### config.mk
export PLATFORM = sky130hd
export DESIGN_NAME = hca_pipe_adder
export DESIGN_NICKNAME = d
export VERILOG_FILES = /design/src/rtl/hca_pkg.sv /design/src/rtl/hca_prefix_level.sv /design/src/rtl/hca_pipe_adder.sv
export SDC_FILE = /design/constraint.sdc
export NUM_CORES = 1
export LEC_CHECK = 0
export CORE_ASPECT_RATIO = 1.75
export CORE_MARGIN = 8
export CORE_UTILIZATION = 50
export CTS_CLUSTER_SIZE = 28
export DETAILED_ROUTE_END_ITERATION = 12
export MAX_ROUTING_LAYER = met4
export PLACE_DENSITY = 0.73
export SLEW_MARGIN = 25
export SYNTH_ARGS = -nofsm -noshare
export SYNTH_HDL_FRONTEND = slang
export SYNTH_SLANG_ARGS = --single-unit
### constraint.sdc
create_clock -name clk -period 2 [get_ports clk]
set_input_delay 0.4 -clock clk [delete_from_list [all_inputs] [get_ports clk]]
set_output_delay 0.4 -clock clk [all_outputs]
set_load 0.005 [all_outputs]
### src/rtl/hca_pkg.sv
// hca_pkg: shared types and helpers for the pipelined Han-Carlson adder.
// Holds the generate/propagate pair, its prefix operator and sizing functions.
package hca_pkg;

  localparam int MAX_WIDTH = 64;

  typedef struct packed {
    logic g;
    logic p;
  } gp_t;

  function automatic gp_t gp_combine(input gp_t hi, input gp_t lo);
    gp_t r;
    r.g = hi.g | (hi.p & lo.g);
    r.p = hi.p & lo.p;
    return r;
  endfunction

  function automatic int hca_levels(input int width);
    return $clog2(width) + 1;
  endfunction

  function automatic int popcount(input logic [31:0] mask, input int n);
    int c;
    c = 0;
    for (int i = 0; i < n; i++) begin
      c += int'(mask[i]);
    end
    return c;
  endfunction

endpackage

### src/rtl/hca_prefix_level.sv
// hca_prefix_level: one combinational level of the Han-Carlson network.
// Bits of the selected parity at or above DIST merge with bit i-DIST.
module hca_prefix_level
  import hca_pkg::*;
#(
  parameter int WIDTH = 16,
  parameter int DIST  = 1,
  parameter bit ODD   = 1'b1
) (
  input  gp_t [WIDTH-1:0] i_gp,
  output gp_t [WIDTH-1:0] o_gp
);

  for (genvar i = 0; i < WIDTH; i++) begin : g_bit
    if ((((i % 2) == 1) == ODD) && (i >= DIST)) begin : g_op
      assign o_gp[i] = gp_combine(i_gp[i], i_gp[i-DIST]);
    end else begin : g_pass
      assign o_gp[i] = i_gp[i];
    end
  end

endmodule

### src/rtl/hca_pipe_adder.sv
// hca_pipe_adder: pipelined Han-Carlson add/sub with valid/ready handshake.
// Define HCA_PIPE_FLAGS_EN to add registered out_zero/out_neg flags.
module hca_pipe_adder
  import hca_pkg::*;
#(
  parameter int          WIDTH     = 16,
  parameter logic [31:0] PIPE_MASK = 32'h5
) (
  input  logic             clk,
  input  logic             rst_n,
  input  logic             in_valid,
  output logic             in_ready,
  input  logic [WIDTH-1:0] in_a,
  input  logic [WIDTH-1:0] in_b,
  input  logic             in_cin,
  input  logic             in_sub,
  output logic             out_valid,
  input  logic             out_ready,
  output logic [WIDTH-1:0] out_sum,
  output logic             out_cout,
`ifdef HCA_PIPE_FLAGS_EN
  output logic             out_zero,
  output logic             out_neg,
`endif
  output logic             out_ovf
);

  localparam int LEVELS = hca_levels(WIDTH);
  localparam int NS     = LEVELS + 1;

  logic [WIDTH-1:0] w_y;
  logic             w_c0;
  gp_t [WIDTH-1:0]  w_gp0;
  // occupancy per slot; unregistered levels count as full
  logic [NS:1]      w_full;

  always_comb begin
    w_gp0 = '0;
    w_y   = in_sub ? ~in_b : in_b;
    w_c0  = in_sub ? ~in_cin : in_cin;
    for (int i = 0; i < WIDTH; i++) begin
      w_gp0[i].g = in_a[i] & w_y[i];
      w_gp0[i].p = in_a[i] ^ w_y[i];
    end
  end

  assign in_ready = out_ready | ~&w_full;

  for (genvar k = 1; k <= LEVELS; k++) begin : g_lvl
    localparam int DIST = (k == LEVELS) ? 1 : (1 << (k - 1));
    localparam bit ODD  = (k != LEVELS);

    gp_t [WIDTH-1:0]  w_gp_i;
    gp_t [WIDTH-1:0]  w_gp_n;
    gp_t [WIDTH-1:0]  w_gp_o;
    logic [WIDTH-1:0] w_p0_i;
    logic [WIDTH-1:0] w_p0_o;
    logic             w_c0_i;
    logic             w_c0_o;
    logic             w_v_i;
    logic             w_v_o;

    if (k == 1) begin : g_src
      assign w_gp_i = w_gp0;
      assign w_p0_i = in_a ^ w_y;
      assign w_c0_i = w_c0;
      assign w_v_i  = in_valid;
    end else begin : g_src
      assign w_gp_i = g_lvl[k-1].w_gp_o;
      assign w_p0_i = g_lvl[k-1].w_p0_o;
      assign w_c0_i = g_lvl[k-1].w_c0_o;
      assign w_v_i  = g_lvl[k-1].w_v_o;
    end

    hca_prefix_level #(
      .WIDTH (WIDTH),
      .DIST  (DIST),
      .ODD   (ODD)
    ) u_lvl (
      .i_gp (w_gp_i),
      .o_gp (w_gp_n)
    );

    if (PIPE_MASK[k-1]) begin : g_reg
      logic             w_rdy;
      logic             r_v;
      gp_t [WIDTH-1:0]  r_gp;
      logic [WIDTH-1:0] r_p0;
      logic             r_c0;

      assign w_rdy = out_ready | ~&w_full[NS:k];

      always_ff @(posedge clk or negedge rst_n) begin
        if (!rst_n) begin
          r_v  <= 1'b0;
          r_gp <= '0;
          r_p0 <= '0;
          r_c0 <= 1'b0;
        end else if (w_rdy) begin
          r_v <= w_v_i;
          if (w_v_i) begin
            r_gp <= w_gp_n;
            r_p0 <= w_p0_i;
            r_c0 <= w_c0_i;
          end
        end
      end

      assign w_full[k] = r_v;
      assign w_v_o     = r_v;
      assign w_gp_o    = r_gp;
      assign w_p0_o    = r_p0;
      assign w_c0_o    = r_c0;
    end else begin : g_pass
      assign w_full[k] = 1'b1;
      assign w_v_o     = w_v_i;
      assign w_gp_o    = w_gp_n;
      assign w_p0_o    = w_p0_i;
      assign w_c0_o    = w_c0_i;
    end
  end

  gp_t [WIDTH-1:0]  w_gpf;
  logic [WIDTH-1:0] w_p0f;
  logic             w_c0f;
  logic             w_vf;
  logic [WIDTH:0]   w_c;
  logic [WIDTH-1:0] w_sum;
  logic             w_rdy_o;

  assign w_gpf = g_lvl[LEVELS].w_gp_o;
  assign w_p0f = g_lvl[LEVELS].w_p0_o;
  assign w_c0f = g_lvl[LEVELS].w_c0_o;
  assign w_vf  = g_lvl[LEVELS].w_v_o;

  // every bit now holds its group term down to bit 0
  always_comb begin
    w_c    = '0;
    w_c[0] = w_c0f;
    for (int i = 0; i < WIDTH; i++) begin
      w_c[i+1] = w_gpf[i].g | (w_gpf[i].p & w_c0f);
    end
  end

  assign w_sum = w_p0f ^ w_c[WIDTH-1:0];

  logic             r_out_v;
  logic [WIDTH-1:0] r_sum;
  logic             r_cout;
  logic             r_ovf;
`ifdef HCA_PIPE_FLAGS_EN
  logic             r_zero;
  logic             r_neg;
`endif

  assign w_rdy_o    = out_ready | ~r_out_v;
  assign w_full[NS] = r_out_v;

  always_ff @(posedge clk or negedge rst_n) begin
    if (!rst_n) begin
      r_out_v <= 1'b0;
      r_sum   <= '0;
      r_cout  <= 1'b0;
      r_ovf   <= 1'b0;
`ifdef HCA_PIPE_FLAGS_EN
      r_zero  <= 1'b0;
      r_neg   <= 1'b0;
`endif
    end else if (w_rdy_o) begin
      r_out_v <= w_vf;
      if (w_vf) begin
        r_sum  <= w_sum;
        r_cout <= w_c[WIDTH];
        r_ovf  <= w_c[WIDTH-1] ^ w_c[WIDTH];
`ifdef HCA_PIPE_FLAGS_EN
        r_zero <= ~|w_sum;
        r_neg  <= w_sum[WIDTH-1];
`endif
      end
    end
  end

  assign out_valid = r_out_v;
  assign out_sum   = r_sum;
  assign out_cout  = r_cout;
  assign out_ovf   = r_ovf;
`ifdef HCA_PIPE_FLAGS_EN
  assign out_zero  = r_zero;
  assign out_neg   = r_neg;
`endif

endmodule

## Word-level counts from Yosys, hierarchy flattened

Index checks and enable logic that the tools add are counted.

| operators by class | value |
|---|---|
| multiplexer cells | 2 |
| bitwise gates (word level) | 169 |
| reductions and logical operators | 7 |

Operator list:

| cell | number |
|---|---|
| $and A1 B1 Y1 | 96 |
| $or A1 B1 Y1 | 51 |
| $xor A16 B16 Y16 | 2 |
| $xor A1 B1 Y1 | 17 |
| $mux W16 | 1 |
| $not A16 Y16 | 1 |
| $reduce_and A2 Y1 | 4 |
| $reduce_and A3 Y1 | 1 |
| $logic_not A1 Y1 | 2 |
| $not A1 Y1 | 2 |
| $mux W1 | 1 |

| storage, ports and cells | value |
|---|---|
| register bits after elaboration | 119 |
| bits of input ports | 38 |
| output and inout port bits | 20 |
| logic and storage cells | 252 |

## Logic depth before layout (Yosys ltp)

| logic depth | value |
|---|---|
| word-level depth | 6 |
| depth in mapped cells | 6 |
| mapped depth without buffers | 4 |

## Hierarchy

Synthesis repeated with hierarchy kept, for this count alone.

| second synthesis, totals | value |
|---|---|
| cells, all modules | 488 |
| area total of the unflattened synthesis | 6308.6 um^2 |

Modules (own cells, without submodules):

| module | times used | cells an instance | area each (um^2) | seq. area each (um^2) |
|---|---|---|---|---|
| hca_pipe_adder | 1 | 328 | 5122.4 | 2977.9 |
| hca_prefix_level (g_lvl[1].u_lvl ...) | 3 | 32 | 239.0 | 0.0 |
| hca_prefix_level (g_lvl[3].u_lvl) | 1 | 32 | 235.2 | 0.0 |
| hca_prefix_level (g_lvl[2].u_lvl) | 1 | 32 | 234.0 | 0.0 |

## Worst setup path after synthesis

Ideal clock, no wire load.

| path | value |
|---|---|
| path type | input -> register |
| start | input in_sub |
| end | register g_lvl[1].g_reg.r_p0[3] |
| setup time | 0.125 ns |
| arrival | 1.534 ns |
| required time | 1.875 ns |
| path slack | 0.341 ns |
| stages | 5 |
| path buffers | 2 |
| path through | buf_2 -> buf_2 -> xor2_1 -> ha_1 -> mux2_2 |

| between the ends | value |
|---|---|
| word-level cells in the longest chain between the ends | 2 |

Ends and longest elaborated chain:

| item | line | RTL |
|---|---|---|
| start: declaration | hca_pipe_adder.sv:16 | `input logic in_sub,` |
| $mux W16 | hca_pipe_adder.sv:39 | `w_y = in_sub ? ~in_b : in_b;` |
| $xor A16 B16 Y16 | hca_pipe_adder.sv:65 | `assign w_p0_i = in_a ^ w_y;` |
| end signal: assignment | hca_pipe_adder.sv:103 | `r_p0 <= w_p0_i;` |
| end: declaration | hca_pipe_adder.sv:88 | `logic [WIDTH-1:0] r_p0;` |

No other way between the ends.
A chain may end at the register's enable or synchronous reset.

## Worst setup path after layout

| path | value |
|---|---|
| start | register r_out_v (netlist: out_valid) |
| end | output out_valid |

RTL lines:

| item | line | RTL |
|---|---|---|
| start: declaration | hca_pipe_adder.sv:147 | `logic r_out_v;` |
| start signal: assignment | hca_pipe_adder.sv:170 | `r_out_v <= w_vf;` |
| end: declaration | hca_pipe_adder.sv:17 | `output logic out_valid,` |

No word-level cell between the ends.

==> impl_metrics.env <==
export IMPL_dpl_hpwl_um=6770
export IMPL_hold_class="in2async"
export IMPL_worst_path_buf_inv=1
export IMPL_cts_buffers=9
export IMPL_cap_violations=0
export IMPL_use_met3_pct=2.53
export IMPL_cp_max_fo=4
export IMPL_cp_start_kind="register"
export IMPL_drc=0
export IMPL_crit_type="reg2out"
export IMPL_vias=2980
export IMPL_clock_sinks=103
export IMPL_ir_drop_uv=547
export IMPL_via_per_inst=5.22
export IMPL_reg2reg_setup_slack_ns=0.47
export IMPL_worst_slew_pin_transition_ns=0.442
export IMPL_setup_total_negative_slack_ns=0
export IMPL_cts_clk_slew_worst_paths_ns=0.06
export IMPL_grt_pass1_wl_um=14800
export IMPL_synth_compound_gate_area_share_pct=10.4
export IMPL_synth_top_family_by_area="multiplexers"
export IMPL_synth_simple_area_share_pct=7.11
export IMPL_syn2layout_area_growth_pct=24.2
export IMPL_fin_cells=571
export IMPL_r2r_start="g_lvl[3].g_reg.r_c0"
export IMPL_grt_use_total_pct=15.6
export IMPL_wl_per_cell_um=15.4
export IMPL_dr_pass1_iters=4
export IMPL_dp_cells=555
export IMPL_coreArea_um2=8980
export IMPL_max_slew_margin_pct=70.5
export IMPL_gp_congestion=0.869
export IMPL_crit_arrival_ns=1.30
export IMPL_critical_path_top_delay_family="buffers and inverters"
export IMPL_crit_start="out_valid"
export IMPL_clock_root_buffer="clkbuf_16"
export IMPL_multi_input_area_um2=1910
export IMPL_yosysUniqueCellTypes=27
export IMPL_status="complete, no violations"
export IMPL_timing_final_crit_share_pct=85.2
export IMPL_cts_hold_buf=0
export IMPL_crit_chain="clkdlybuf4s50_1"
export IMPL_antenna_left=0
export IMPL_setup_viol=0
export IMPL_syn_num_nets=439
export IMPL_finClkSkew_ns=0.00563
export IMPL_synthMuxAreaShare_pct=13.0
export IMPL_numPortBuffers=57
export IMPL_p_per_area_nw_per_um2=1180
export IMPL_synth_fa_ha_area_share_pct=4.63
export IMPL_yosys_warnings=0
export IMPL_use_met2_pct=26.0
export IMPL_syn_inst=384
export IMPL_dieWidth_um=88.4
export IMPL_end_kind="output port"
export IMPL_hold_viol_final=0
export IMPL_power_mw=6.71
export IMPL_crit_slowest_cell="clkdlybuf4s50_1"
export IMPL_grt_busiest_layer="met2"
export IMPL_ys_ff_latch=103
export IMPL_grt_pass1_vias=3114
export IMPL_wl_um=8810
export IMPL_grt_use_met1_pct=18.0
export IMPL_period_minus_slack_ns=1.70
export IMPL_fmax_mhz=587
export IMPL_rsz0062_at_grt="false"
export IMPL_grt_max_degree=40
export IMPL_die_h_um=143
export IMPL_clock_latency_ns=0.34
export IMPL_p_leak_nw=2.55
export IMPL_gr_total_overflow=0
export IMPL_antenna_found_initial=0
export IMPL_synthXorXnorAreaFrac_pct=6.29
export IMPL_ios=58
export IMPL_critical_path_max_stage_delay_ns=0.54
export IMPL_cts_max_level=3
export IMPL_dieArea_um2=12600
export IMPL_fillers=752
export IMPL_synth_area_per_cell_um2=12.0
export IMPL_required_ns=1.60
export IMPL_ys_seq_area_share_pct=56.1
export IMPL_num_rows=46
export IMPL_slew_violations=0
export IMPL_fin_nets=501
export IMPL_regArea_um2=2580
export IMPL_clock_path_buffers=2
export IMPL_tritoncts="yes"
export IMPL_synth_area_um2=4590
export IMPL_first_iter_violations=135
export IMPL_n_antenna_cell=0
export IMPL_start_util_pct=51.1
export IMPL_drive_gt1_share_pct=20.0
metrics by stage:
stage | utilization (%) | setup slack (ns) | cell area, µm² | hold slack (ns)
after floorplan | - | 0.341 | 4590 | 0.104
after global placement | 59.5 | 0.0653 | 5350 | 0.371
after detailed placement | 59.5 | 0.0104 | 5350 | 0.371
after CTS | 63.4 | 0.0154 | 5690 | 0.0113
after global routing | 63.5 | 0.248 | 5700 | 0.0305
final | 63.5 | 0.296 | 5700 | 0.00288
routing by layer:
layer / vias up / wire, µm / part of all wire (%)
li1: 1461 / - / -
met1: 1461 / 3640 / 41
met4: 0 / 159 / 1.8
met3: 13 / 238 / 2.7
met5: - / 0 / 0
met2: 45 / 4770 / 54
worst reg2reg max path: cells and delay by family, from the launching register on:
| kind | cells | cell delay, ns |
|---|---|---|
| AOI/OAI and AO/OA | 3 | 0.76 |
| DFF | 1 | 0.47 |
| xor gates and xnor gates | 1 | 0.19 |
path summary, 6_finish.rpt:
check,end,cells past startpoint
max in group asynchronous,out_sum[0],2
setup / recovery,out_valid,1
min in group clk,g_lvl[1].g_reg.r_c0,2
setup reg to reg,out_sum[11],4
hold reg to reg,g_lvl[1].g_reg.r_c0,2
hold / removal,g_lvl[1].g_reg.r_p0[4],1
registers in the layout, indices dropped and copies added (netlist names):
register / count
g_lvl.g_reg.r_gp: 48
g_lvl.g_reg.r_p0: 32
out_sum: 16
g_lvl.g_reg.r_c0: 2
g_lvl.g_reg.r_v: 2
out_cout: 1
out_ovf: 1
out_valid: 1
cell usage after synthesis, drive strengths merged:
master | count | share of area, %
xor2 | 25 | 4.8
buf | 14 | 2.0
mux2 | 53 | 13
nor2 | 1 | 0.082
clkbuf | 5 | 0.41
dfrtp | 103 | 56
nand3b | 1 | 0.16
nand4 | 5 | 0.68
o21ai | 48 | 5.2
nand3 | 1 | 0.11
o21bai | 1 | 0.16
nand4b | 1 | 0.33
nand2 | 59 | 4.9
nand2b | 4 | 0.54
xnor2 | 8 | 1.5
a211oi | 1 | 0.16
a31oi | 3 | 0.41
and2 | 2 | 0.27
ha | 17 | 4.6
a311o | 2 | 0.44
a21o | 11 | 1.9
a21oi | 19 | 2.1
placed cells by master (no fill, tap or decap):
cell type and n:
nand2_1 57, nand2_2 2, nand4_1 5, dfrtp_1 103
xnor2_1 8, bufinv_16 3, clkinvlp_4 1, o21ai_0 46
a21oi_1 19, nand2b_1 4, a211oi_1 1, dlymetal6s2s_1 1
o21ai_1 2, a21o_2 4, mux2_2 53, a311o_1 2
clkbuf_8 1, nand3_1 1, nand4b_4 1, ha_1 17
clkinv_2 2, nor2_1 1, and2_1 2, a21o_1 7
clkbuf_16 9, xor2_1 25, nand3b_1 1, buf_12 4
a31oi_1 3, clkdlybuf4s50_1 55, buf_4 10, o21bai_1 1
final cells by class:
type | count | area share, %
Clock buffer | 10 | 4.19
Clock inverter | 6 | 1.89
Multi-Input combinational cell | 262 | 33.5
Sequential cell | 103 | 45.2
Tap cell | 120 | 2.63
Timing Repair Buffer | 70 | 12.6
timing repair:
item,CTS,global route
resized for setup,0,2
setup buffers,0,0
setup endpoints to repair,0,1
where the power goes:
part / switching, mW / total [mW] / internal, mW
logic: 0.686 / 1.69 / 1.00
registers: 0.409 / 3.06 / 2.65
clock network: 0.709 / 1.96 / 1.25
total: 1.80 / 6.71 / 4.91
kinds of logic after synthesis:
| family | count (synthesis) |
|---|---|
| flops | 103 |
| compound gates | 85 |
| simple gates | 74 |
| mux | 53 |
| xor+xnor | 33 |
| buf+inv | 19 |
| fa+ha+maj | 17 |
No activity file was read; power rests on OpenSTA's default activity.
